===== src/rtl/ext_mem_bus_arbiter.sv =====
// Round-robin arbiter sharing one native-bus slave among several native-bus masters.
// One grant per transaction, held until s_ready; includes a sticky busy-cycle watchdog.
module ext_mem_bus_arbiter #(
    parameter int N_MASTERS   = 2,
    parameter int ADDR_W      = 32,
    parameter int DATA_W      = 32,
    parameter int TIMEOUT_CYC = 256,
    localparam int GNT_W      = $clog2(N_MASTERS)
) (
    input  logic                          clk,
    input  logic                          rst,
    input  logic [N_MASTERS-1:0]          m_valid,
    input  logic [N_MASTERS*ADDR_W-1:0]   m_addr,
    input  logic [N_MASTERS*DATA_W-1:0]   m_wdata,
    input  logic [N_MASTERS*DATA_W/8-1:0] m_wstrb,
    output logic [N_MASTERS*DATA_W-1:0]   m_rdata,
    output logic [N_MASTERS-1:0]          m_ready,
    output logic                          s_valid,
    output logic [ADDR_W-1:0]             s_addr,
    output logic [DATA_W-1:0]             s_wdata,
    output logic [DATA_W/8-1:0]           s_wstrb,
    input  logic [DATA_W-1:0]             s_rdata,
    input  logic                          s_ready,
    output logic [GNT_W-1:0]              grant,
    output logic                          busy,
    output logic                          timeout
);

    localparam int STRB_W = DATA_W / 8;
    localparam int CNT_W  = (TIMEOUT_CYC > 0) ? $clog2(TIMEOUT_CYC + 1) : 1;

    localparam logic [0:0] ST_IDLE = 1'b0;
    localparam logic [0:0] ST_BUSY = 1'b1;

    logic [0:0]       state;
    logic [GNT_W-1:0] ptr;
    logic [GNT_W-1:0] next_grant;
    logic             found;
    logic             in_busy;
    int               idx;

    // Search starts at ptr and wraps, so the last served master goes to the back of the line.
    always_comb begin
        found      = 1'b0;
        next_grant = grant;
        idx        = 0;
        for (int k = 0; k < N_MASTERS; k++) begin
            idx = int'(ptr) + k;
            if (idx >= N_MASTERS) begin
                idx = idx - N_MASTERS;
            end
            if (!found && m_valid[idx]) begin
                found      = 1'b1;
                next_grant = GNT_W'(idx);
            end
        end
    end

    always_ff @(posedge clk or posedge rst) begin
        if (rst) begin
            state <= ST_IDLE;
            grant <= '0;
            ptr   <= '0;
        end else begin
            case (state)
                ST_IDLE: begin
                    if (found) begin
                        grant <= next_grant;
                        state <= ST_BUSY;
                    end
                end
                ST_BUSY: begin
                    if (s_ready) begin
                        state <= ST_IDLE;
                        ptr   <= (grant == GNT_W'(N_MASTERS - 1)) ? '0 : grant + 1'b1;
                    end
                end
                default: state <= ST_IDLE;
            endcase
        end
    end

    assign in_busy = (state == ST_BUSY) && !rst;
    assign busy    = in_busy;
    assign s_valid = in_busy;

    // Slave-side request fields are forced to zero during reset, otherwise they track master[grant].
    always_comb begin
        s_addr  = '0;
        s_wdata = '0;
        s_wstrb = '0;
        if (!rst) begin
            s_addr  = m_addr[int'(grant)*ADDR_W +: ADDR_W];
            s_wdata = m_wdata[int'(grant)*DATA_W +: DATA_W];
            s_wstrb = m_wstrb[int'(grant)*STRB_W +: STRB_W];
        end
    end

    always_comb begin
        m_ready = '0;
        if (in_busy && s_ready) begin
            m_ready[grant] = 1'b1;
        end
    end

    assign m_rdata = {N_MASTERS{s_rdata}};

    generate
        if (TIMEOUT_CYC > 0) begin : g_wdog
            localparam logic [CNT_W-1:0] CNT_LAST = CNT_W'(TIMEOUT_CYC - 1);
            localparam logic [CNT_W-1:0] CNT_MAX  = CNT_W'(TIMEOUT_CYC);

            logic [CNT_W-1:0] cnt;
            logic             timeout_q;

            // Counts unanswered BUSY cycles; the flag is informational and never aborts the transfer.
            always_ff @(posedge clk or posedge rst) begin
                if (rst) begin
                    cnt       <= '0;
                    timeout_q <= 1'b0;
                end else if (state == ST_IDLE && found) begin
                    cnt <= '0;
                end else if (state == ST_BUSY && !s_ready) begin
                    if (cnt == CNT_LAST) begin
                        timeout_q <= 1'b1;
                    end
                    if (cnt != CNT_MAX) begin
                        cnt <= cnt + 1'b1;
                    end
                end
            end

            assign timeout = timeout_q;
        end else begin : g_no_wdog
            assign timeout = 1'b0;
        end
    endgenerate

endmodule


===== config.mk =====
export PLATFORM = sky130hd
export DESIGN_NAME = ext_mem_bus_arbiter
export DESIGN_NICKNAME = d
export VERILOG_FILES = /design/src/rtl/ext_mem_bus_arbiter.sv
export SDC_FILE = /design/constraint.sdc
export NUM_CORES = 1
export LEC_CHECK = 0
export ABC_CLOCK_PERIOD_IN_PS = 3400
export CAP_MARGIN = 25
export CORE_AREA = 2 2 121 123
export CTS_CLUSTER_DIAMETER = 60
export DETAILED_ROUTE_END_ITERATION = 8
export DIE_AREA = 0 0 123 125
export SLEW_MARGIN = 30
export SYNTH_ARGS = -nofsm -noshare
export SYNTH_HDL_FRONTEND = slang
export SYNTH_SLANG_ARGS = --single-unit

===== constraint.sdc =====
create_clock -name clk -period 3.4 [get_ports clk]
set_clock_uncertainty 0.05 [all_clocks]
set_input_delay 0.34 -clock clk [delete_from_list [all_inputs] [get_ports clk]]
set_output_delay 0.34 -clock clk [all_outputs]
set_load 0.02 [all_outputs]

==> run metrics <==
status complete, no violations; leak pwr approximately 1.8 nW; Detail Placement HPWL 7860 um; CP max FO 34; #FFs+latches synth 13; Worst-Margin Slew 0.711 ns; Setup crit start kind flip-flop; DR pass1 iterations 4; Int Pwr 0.00103 W; Cell Rows 44; Initial Utilization 0.155; largest cells by area after synthesis mux2i_1 34%, buf_4 22%, dfrtp_1 15%; Die W 123 um; initial antenna violation count 0; CTS buffer count 3; Die ar. ~15,000 sq um; first-pass GRT wire length 13,200 um; sw frac 0.415; final setup fails 0; power per cell area 424 nW/um^2; unique cell type count in the Yosys netlist 31; Worst-path clk slew 0.04 ns; Fin. Hold Viols 0; I/O pins 311; gr ovfl total 0; most frequent cell after synthesis mux2i_1; # diodes 0; CP Capture Type output pin; DP Cell Count between 600 and 700; post-CTS setup buffers 0; final slew viol count 0; Clock Path Buffers 2; Nets 605; Clock Power Share 0.125; hold_buf cts 0; Finished Layout Cells 612; Seq pwr share 0.170; height of the die ~130 um; Synth-to-Final Area Change 87.5%; routed wire length 9110 um; drt drc 0; Most used DFF post-synth dfrtp_1; # H-tree levels 1; IO Port Bufs 214; Global Route Usage Sum 0.110; DR iter-0 viols 52; routability cong. roughly 0.86; HP Class input pin to asynchronous set/reset pin; CP Class flip-flop to output pin; average wire per standard cell ~15 um; Mapped Cells 289; Synth area leader mux2i_1; clk sinks 13; worst endpoint required time approximately 3 ns; P_sw 0.000729 W; yosys warns 0; Logic pwr share 0.705; layout cell share with drive strength beyond 1 0.0304; CTS Root Cell clkbuf_16; Post-Syn Area 2210 sq um; fraction of the yosys area taken by sequential cells 0.147; core footprint 14,200 sq um; FMAX ~380 MHz; minimum clock period 2.65 ns; dpl ws 1.01 ns; Syn Area/Cell 7.64 sq um; fillers 1,517; top post-synthesis cells by count 75 x mux2i_1, 69 x nor2_1, 66 x buf_4; setup TNS 0 ns; MaxCap Viol Count 0; Tcrit/Tclk final 0.781; vias 2,378; Worst VDD drop around 0.00019 V; CTS tree built; Final Util 0.292; syn nets between 400 and 500; vias in the first global route 2,523; area fraction of the dominant cell type after synthesis 0.340; Clk Latency, worst-skew pair approximately 0.24 ns; Resize count post-CTS 0; slew margin rel. 0.525; EDFF count, synth 0; asr flop ratio synth 1.00; RSZ-0062 raised after global routing false; DRT antenna net count 0; largest net degree at the start of global routing 54; detail-routed via count per cell 3.89; setup ws final 0.745 ns; crit path DAT 2.26 ns
## worst max-delay path: stages, from the launching register on
cell             delay (ns)
dfrtp_4                0.78
buf_4                  0.36
mux2i_1                0.25
nor2_1                 0.06
clkdlybuf4s50_1        0.55
## through the flow
stage / cell area [sq um] / power (W) / hold slack [ns]
finish: 4140 / 0.00176 / 0.193
global route: 4140 / 0.00187 / 0.234
CTS: 4140 / 0.00178 / 0.206
global placement: 4060 / 0.00154 / 0.391
detailed placement: 4060 / 0.00155 / 0.394
floorplan: 2210 / 0.00109 / 0.394
## worst paths after layout
kind                               start  cells after the start  slack (ns)       endpoint
setup / recovery                   grant                      4        0.75      s_addr[0]
hold / removal                       rst                      2        0.19          grant
setup reg to reg           g_wdog.cnt[2]                      3        1.58  g_wdog.cnt[0]
hold reg to reg                  timeout                      1        0.40        timeout
max in group asynchronous            rst                      2        2.86          grant
min in group clk                 timeout                      1        0.40        timeout
## logic make-up after synthesis
family                     synth area share
AOI/OAI and AO/OA                    0.0408
and+or+nand+nor                       0.186
muxes                                 0.340
adders and majority gates            0.0170
buffers and inverters                 0.269
DFF                                   0.147
## cell type report
type | instances | area [sq um] | share of cell area
clock buffers | 4 | 78.8 | 0.0190
inverters | 8 | 30.0 | 0.00725
multi-input cells | 186 | 1290 | 0.311
flip-flops and latches | 13 | 329 | 0.0795
well taps | 184 | 230 | 0.0556
repair buffers | 217 | 2180 | 0.527
## flip-flops by register name, summed over array words and instances, names as in the netlist
name	flops
g_wdog.cnt	9
grant	1
ptr	1
state	1
timeout	1
## layer usage
| metal | vias to the layer above | global-route usage | wire length (um) | share of wire |
|---|---|---|---|---|
| met5 | - | 0 | 0 | 0 |
| met2 | 152 | 0.213 | 4710 | 0.52 |
| li1 | 1173 | - | - | - |
| met4 | 0 | 0.0174 | 110 | 0.012 |
| met1 | 1036 | 0.113 | 3360 | 0.37 |
| met3 | 17 | 0.0383 | 941 | 0.10 |
## placed cells by master (no fill, tap or decap), types with 2 or more instances in the layout
cell	instances
and3_1	2
buf_12	2
clkbuf_16	3
clkdlybuf4s50_1	213
dfrtp_1	12
ha_1	3
inv_1	7
mux2i_1	75
nand2_1	14
nand2b_1	2
nand3_1	2
nand4_1	2
nor2_1	69
## power groups by stage
stage	clock, W	sequential, W	combinational, W
6_report	0.000220	0.000298	0.00124
4_1_cts	0.000224	0.000300	0.00126
5_1_grt	0.000238	0.000311	0.00132
3_5_place_dp	0	0.000302	0.00125
2_1_floorplan	0	0.000214	0.000880
3_3_place_gp	0	0.000298	0.00124
Power figures use the tool's default switching activity.
